**config.mk**
```make
export PLATFORM = sky130hd
export DESIGN_NAME = onehot_request_sequencer
export DESIGN_NICKNAME = d
export VERILOG_FILES = /design/src/rtl/onehot_request_sequencer.sv
export SDC_FILE = /design/constraint.sdc
export NUM_CORES = 1
export LEC_CHECK = 0
export ABC_AREA = 1
export BUFFER_PORTS_ARGS = -buffer_cell sky130_fd_sc_hd__buf_2
export CORE_ASPECT_RATIO = 0.7
export CORE_MARGIN = 10
export CORE_UTILIZATION = 55
export CTS_BUF_LIST = sky130_fd_sc_hd__clkbuf_2
export DETAILED_ROUTE_END_ITERATION = 10
export PLACE_DENSITY = 0.82
export SLEW_MARGIN = 20
export SYNTH_ARGS = -nofsm -noshare
export SYNTH_HDL_FRONTEND = slang
export SYNTH_SLANG_ARGS = --single-unit
```
**constraint.sdc**
```tcl
create_clock -name clk -period 2.2 [get_ports clk]
set_input_delay 0.44 -clock clk [delete_from_list [all_inputs] [get_ports clk]]
set_output_delay 0.44 -clock clk [all_outputs]
set_load 0.02 [all_outputs]
```
**src/rtl/onehot_request_sequencer.sv**
```systemverilog
// onehot_request_sequencer
// Captures rising edges on N request lines into a sticky pending register and
// serialises them into one-hot words with a 4-bit index under valid/ready.
// Optional feature: define ROUND_ROBIN_SEL_EN to rotate the selection start
// point after each loaded word; otherwise the lowest pending index wins.

module onehot_request_sequencer #(
    parameter int N    = 16,
    parameter int IDXW = 4
) (
    input  logic            clk,
    input  logic            rst_n,
    input  logic [N-1:0]    req_i,
    output logic [N-1:0]    onehot_o,
    output logic [IDXW-1:0] idx_o,
    output logic            out_valid_o,
    input  logic            out_ready_i,
    output logic [N-1:0]    pend_o,
    output logic            ovf_o,
    input  logic            clr_ovf_i
);

    typedef enum logic {
        ST_EMPTY = 1'b0,
        ST_FULL  = 1'b1
    } state_t;

    localparam logic [N-1:0] ONE_BIT = {{(N-1){1'b0}}, 1'b1};

    state_t          state_q, state_d;
    logic [N-1:0]    req_q;
    logic [N-1:0]    pend_q, pend_d;
    logic [N-1:0]    onehot_q, onehot_d;
    logic [IDXW-1:0] idx_q, idx_d;
    logic            ovf_q, ovf_d;
    logic [N-1:0]    rise;
    logic [N-1:0]    load;
    logic [IDXW-1:0] sel_idx;
    logic            sel_found;
    logic            take;
    logic            drop;
`ifdef ROUND_ROBIN_SEL_EN
    logic [IDXW-1:0] last_idx_q, last_idx_d;
    logic [IDXW-1:0] probe;
`endif

    // Pick the next index among events already pending before this edge
`ifdef ROUND_ROBIN_SEL_EN
    always_comb begin
        sel_idx   = '0;
        sel_found = 1'b0;
        probe     = '0;
        for (int k = 1; k <= N; k++) begin
            probe = last_idx_q + IDXW'(k);
            if (!sel_found && pend_q[probe]) begin
                sel_found = 1'b1;
                sel_idx   = probe;
            end
        end
    end
`else
    always_comb begin
        sel_idx   = '0;
        sel_found = 1'b0;
        for (int i = N - 1; i >= 0; i--) begin
            if (pend_q[i]) begin
                sel_found = 1'b1;
                sel_idx   = IDXW'(i);
            end
        end
    end
`endif

    // Output FSM: load a word when the slot is free or being consumed
    always_comb begin
        state_d  = state_q;
        onehot_d = onehot_q;
        idx_d    = idx_q;
        load     = '0;
        take     = (state_q == ST_EMPTY) || out_ready_i;
        if (take) begin
            if (sel_found) begin
                load     = ONE_BIT << sel_idx;
                onehot_d = ONE_BIT << sel_idx;
                idx_d    = sel_idx;
                state_d  = ST_FULL;
            end else begin
                onehot_d = '0;
                idx_d    = '0;
                state_d  = ST_EMPTY;
            end
        end
    end

    // Edge detection, pending bookkeeping and sticky overflow (set beats clear)
    always_comb begin
        rise   = req_i & ~req_q;
        pend_d = (pend_q & ~load) | rise;
        drop   = |(rise & pend_q & ~load);
        ovf_d  = ovf_q;
        if (clr_ovf_i) begin
            ovf_d = 1'b0;
        end
        if (drop) begin
            ovf_d = 1'b1;
        end
    end

`ifdef ROUND_ROBIN_SEL_EN
    // Remember the most recently loaded index as the rotation anchor
    always_comb begin
        last_idx_d = last_idx_q;
        if (take && sel_found) begin
            last_idx_d = sel_idx;
        end
    end
`endif

    // State registers; reset discards the word in flight and all pending events
    always_ff @(posedge clk or negedge rst_n) begin
        if (!rst_n) begin
            state_q    <= ST_EMPTY;
            req_q      <= '0;
            pend_q     <= '0;
            onehot_q   <= '0;
            idx_q      <= '0;
            ovf_q      <= 1'b0;
`ifdef ROUND_ROBIN_SEL_EN
            last_idx_q <= IDXW'(N - 1);
`endif
        end else begin
            state_q    <= state_d;
            req_q      <= req_i;
            pend_q     <= pend_d;
            onehot_q   <= onehot_d;
            idx_q      <= idx_d;
            ovf_q      <= ovf_d;
`ifdef ROUND_ROBIN_SEL_EN
            last_idx_q <= last_idx_d;
`endif
        end
    end

    assign onehot_o    = onehot_q;
    assign idx_o       = idx_q;
    assign out_valid_o = (state_q == ST_FULL);
    assign pend_o      = pend_q;
    assign ovf_o       = ovf_q;

endmodule
```
==> out/results.tsv <==
metric	value	unit
fin_crit_sh	0.939	
status	complete, no violations	
syn_to_final_growth	20.1	%
htree_levels	2	
synth_top_family_by_area	simple AND/OR/NAND/NOR gates	
io_pins	58	
synth-seq-cells	54	
vias	2061	
insertion_delay	440	ps
drive_gt1_frac	0.344	
highest_layer	met4	
initial_core_util	0.567	
path_common_cell	nand2_1	
die_area	0.00755	sq mm
yosys_warnings	0	
critical_path_arrival	2420	ps
wl_met1	2730	microns
ir_worst_vdd	0.483	mV
drc	0	
slew_headroom	0.544	
root_buffer	clkbuf_2	
synthMuxAreaShare	0	
start_kind	register	
syn_nets	292	
grt_pass1_wl	9850	microns
dr.pass1.iters	4	
num_rows	20	
slowest_delay	470	ps
p_per_area	612	mW/mm^2
place_congestion	0.890	
max_cap_viol_count	0	
setup_violations	0	
cp-end-kind	register	
hpwl	4730	microns
die_h	75.7	microns
synthAdderAreaFrac	0	
hp-class	in2reg	
antenna_found_initial	0	
timing.final.crit_period	2070	ps
power.leakage	1.64	nW
grt_max_degree	34	
fin_skew	12.7	ps
coreArea	0.00430	sq mm
synth-xor-area-share	0	
drv_slew	0	
crit_path_top_delay_cell	dfrtp_1	
route.met2.wl	2640	microns
fmax	484	MHz
insertedDiodeCount	0	
yosysSeqAreaShare	0.554	
tightest_slew	683	ps
grt-ovfl-total	0	
ys_types	25	
final_cell_count_no_fill	401	
synth-compound-area-share	0.0518	
wirelength	5970	microns
final_nets	366	
crit_type	reg2reg	
placed_cells	389	
antenna_left	0	
numPortBuffers	57	
path_clk_slew	240	ps
required	2560	ps
cts_tree	yes	
cts_buffers	5	
drtIter0Drc	125	
hold_violations	0	
cts_sinks	54	
tns	0	ps
rsz0062_at_grt	true	
first_global_vias	2017	
path_delay_family	simple AND/OR/NAND/NOR gates	
syn_inst	272	
netlist_area	0.00244	sq mm
viasPerCell	5.14	
cp_num_buf_inv	1	
synth-simple-area-share	0.327	
syn_avg_cell_area	8.97	sq um
track_usage	0.165	
die_x	99.6	microns
nFillCells	371	
cts_max_path_buffers	2	
cp_max_fo	5	
crit_chain	inv_2 -> nand2_1 -> nand2_1 -> nand2_1 -> nand2_1 -> nand2_1 -> nand2_1 -> nand2_1 -> nand2_1 -> nand2_1 -> nand2_1 -> nand2_2 -> nand2_2 -> nand2_2 -> nand2_4 -> nand2_4 -> nor2_4 -> nand3_2 -> nand3_1 -> nand2_1 -> nor2_2 -> nand3_1	
wl_met3	524	microns
wire_per_inst	14.9	microns
-- layout by cell type (no fill, tap or decap), drive strengths merged --
cell type and instances:
nor2 25, o21ai 13, a21oi 3, dfrtp 54
nor4 1, nor3 4, nand3 15, o22ai 1
a22oi 1, a22o 2, dlygate4sd3 1, clkbuf 7
nand2 95, inv 42, nand4 14, buf 68
-- worst reg2reg max path, delay by kind of cell (launching register included) --
family,cells,cell delay (ps)
simple gates,21,1440
flops,1,470
buf+inv,1,80
-- layout make-up --
cell class                 count  area (sq um)  area share
sequential                    54          1350       0.462
timing repair buffer          69           390       0.133
multi-input combinational    174           927       0.316
inverter                      42           158      0.0538
clock buffer                   7          35.0      0.0119
tap                           55          68.8      0.0235
-- cell families (layout without fill, tap and decap cells) --
family,Yosys count,after routing
and+or+nand+nor,154,154
DFF,54,54
buffers and inverters,44,118
AOI/OAI and AO/OA,20,20
-- power by group --
| part | switching (W) | internal [W] | leakage, nW | total [W] |
|---|---|---|---|---|
| clock | 0.000291 | 0.0000824 | 0.0291 | 0.000373 |
| combinational | 0.000232 | 0.000116 | 0.986 | 0.000348 |
| sequential | 0.0000305 | 0.00104 | 0.624 | 0.00107 |
| total | 0.000553 | 0.00124 | 1.64 | 0.00179 |
-- flip-flops by register name, indices dropped and copies added (netlist names) --
signal and flops:
idx_o 4, onehot_o 16, out_valid_o 1, ovf_o 1, pend_o 16, req_q 16
-- layer usage --
| metal | vias up | global-route usage |
|---|---|---|
| met1 | 980 | 0.218 |
| met4 | 0 | 0.0507 |
| met5 | - | 0 |
| met2 | 67 | 0.247 |
| li1 | 1003 | - |
| met3 | 11 | 0.0589 |
-- path summary, 6_finish.rpt --
kind                            start          to  slack [ps]  cells after the start
min                          req_i[4]    req_q[4]         100                      1
max reg2reg                pend_o[14]       ovf_o         130                     22
max in group asynchronous       rst_n  pend_o[13]        1170                      3
min in group asynchronous       rst_n    req_q[3]         460                      2
max                        pend_o[14]       ovf_o         130                     22
min reg2reg                 req_q[10]  pend_o[10]         460                      1
-- synth_stat cells (all sizes together) --
master  number  area share
a22o         2      0.0072
nand4       14       0.036
o22ai        1      0.0026
a22oi        1      0.0031
nand3       15       0.045
clkbuf       2      0.0031
a21oi        3       0.012
nor2        25       0.065
o21ai       13       0.027
nor3         4       0.012
nand2       95        0.16
dfrtp       54        0.55
inv         42       0.065
nor4         1      0.0051
-- timing repair --
action	4_1_cts	5_1_grt
buffers inserted	0	4
resized for setup	0	3
setup endpoints to repair	0	1
hold endpoints to repair	21	0
hold buffers	1	0
-- through the flow --
stage / setup slack [ps] / util / total power (W) / hold slack (ps) / cell area, sq um
3_3_place_gp: 152 / 0.663 / 0.00143 / 429 / 2850
2_1_floorplan: 256 / - / 0.00129 / 144 / 2440
6_report: 134 / 0.681 / 0.00179 / 95.8 / 2930
3_5_place_dp: 113 / 0.663 / 0.00144 / 436 / 2850
4_1_cts: 85.0 / 0.673 / 0.00180 / 79.1 / 2900
5_1_grt: -83.5 / 0.681 / 0.00188 / 46.8 / 2930
(Power assumes the default switching activity.)
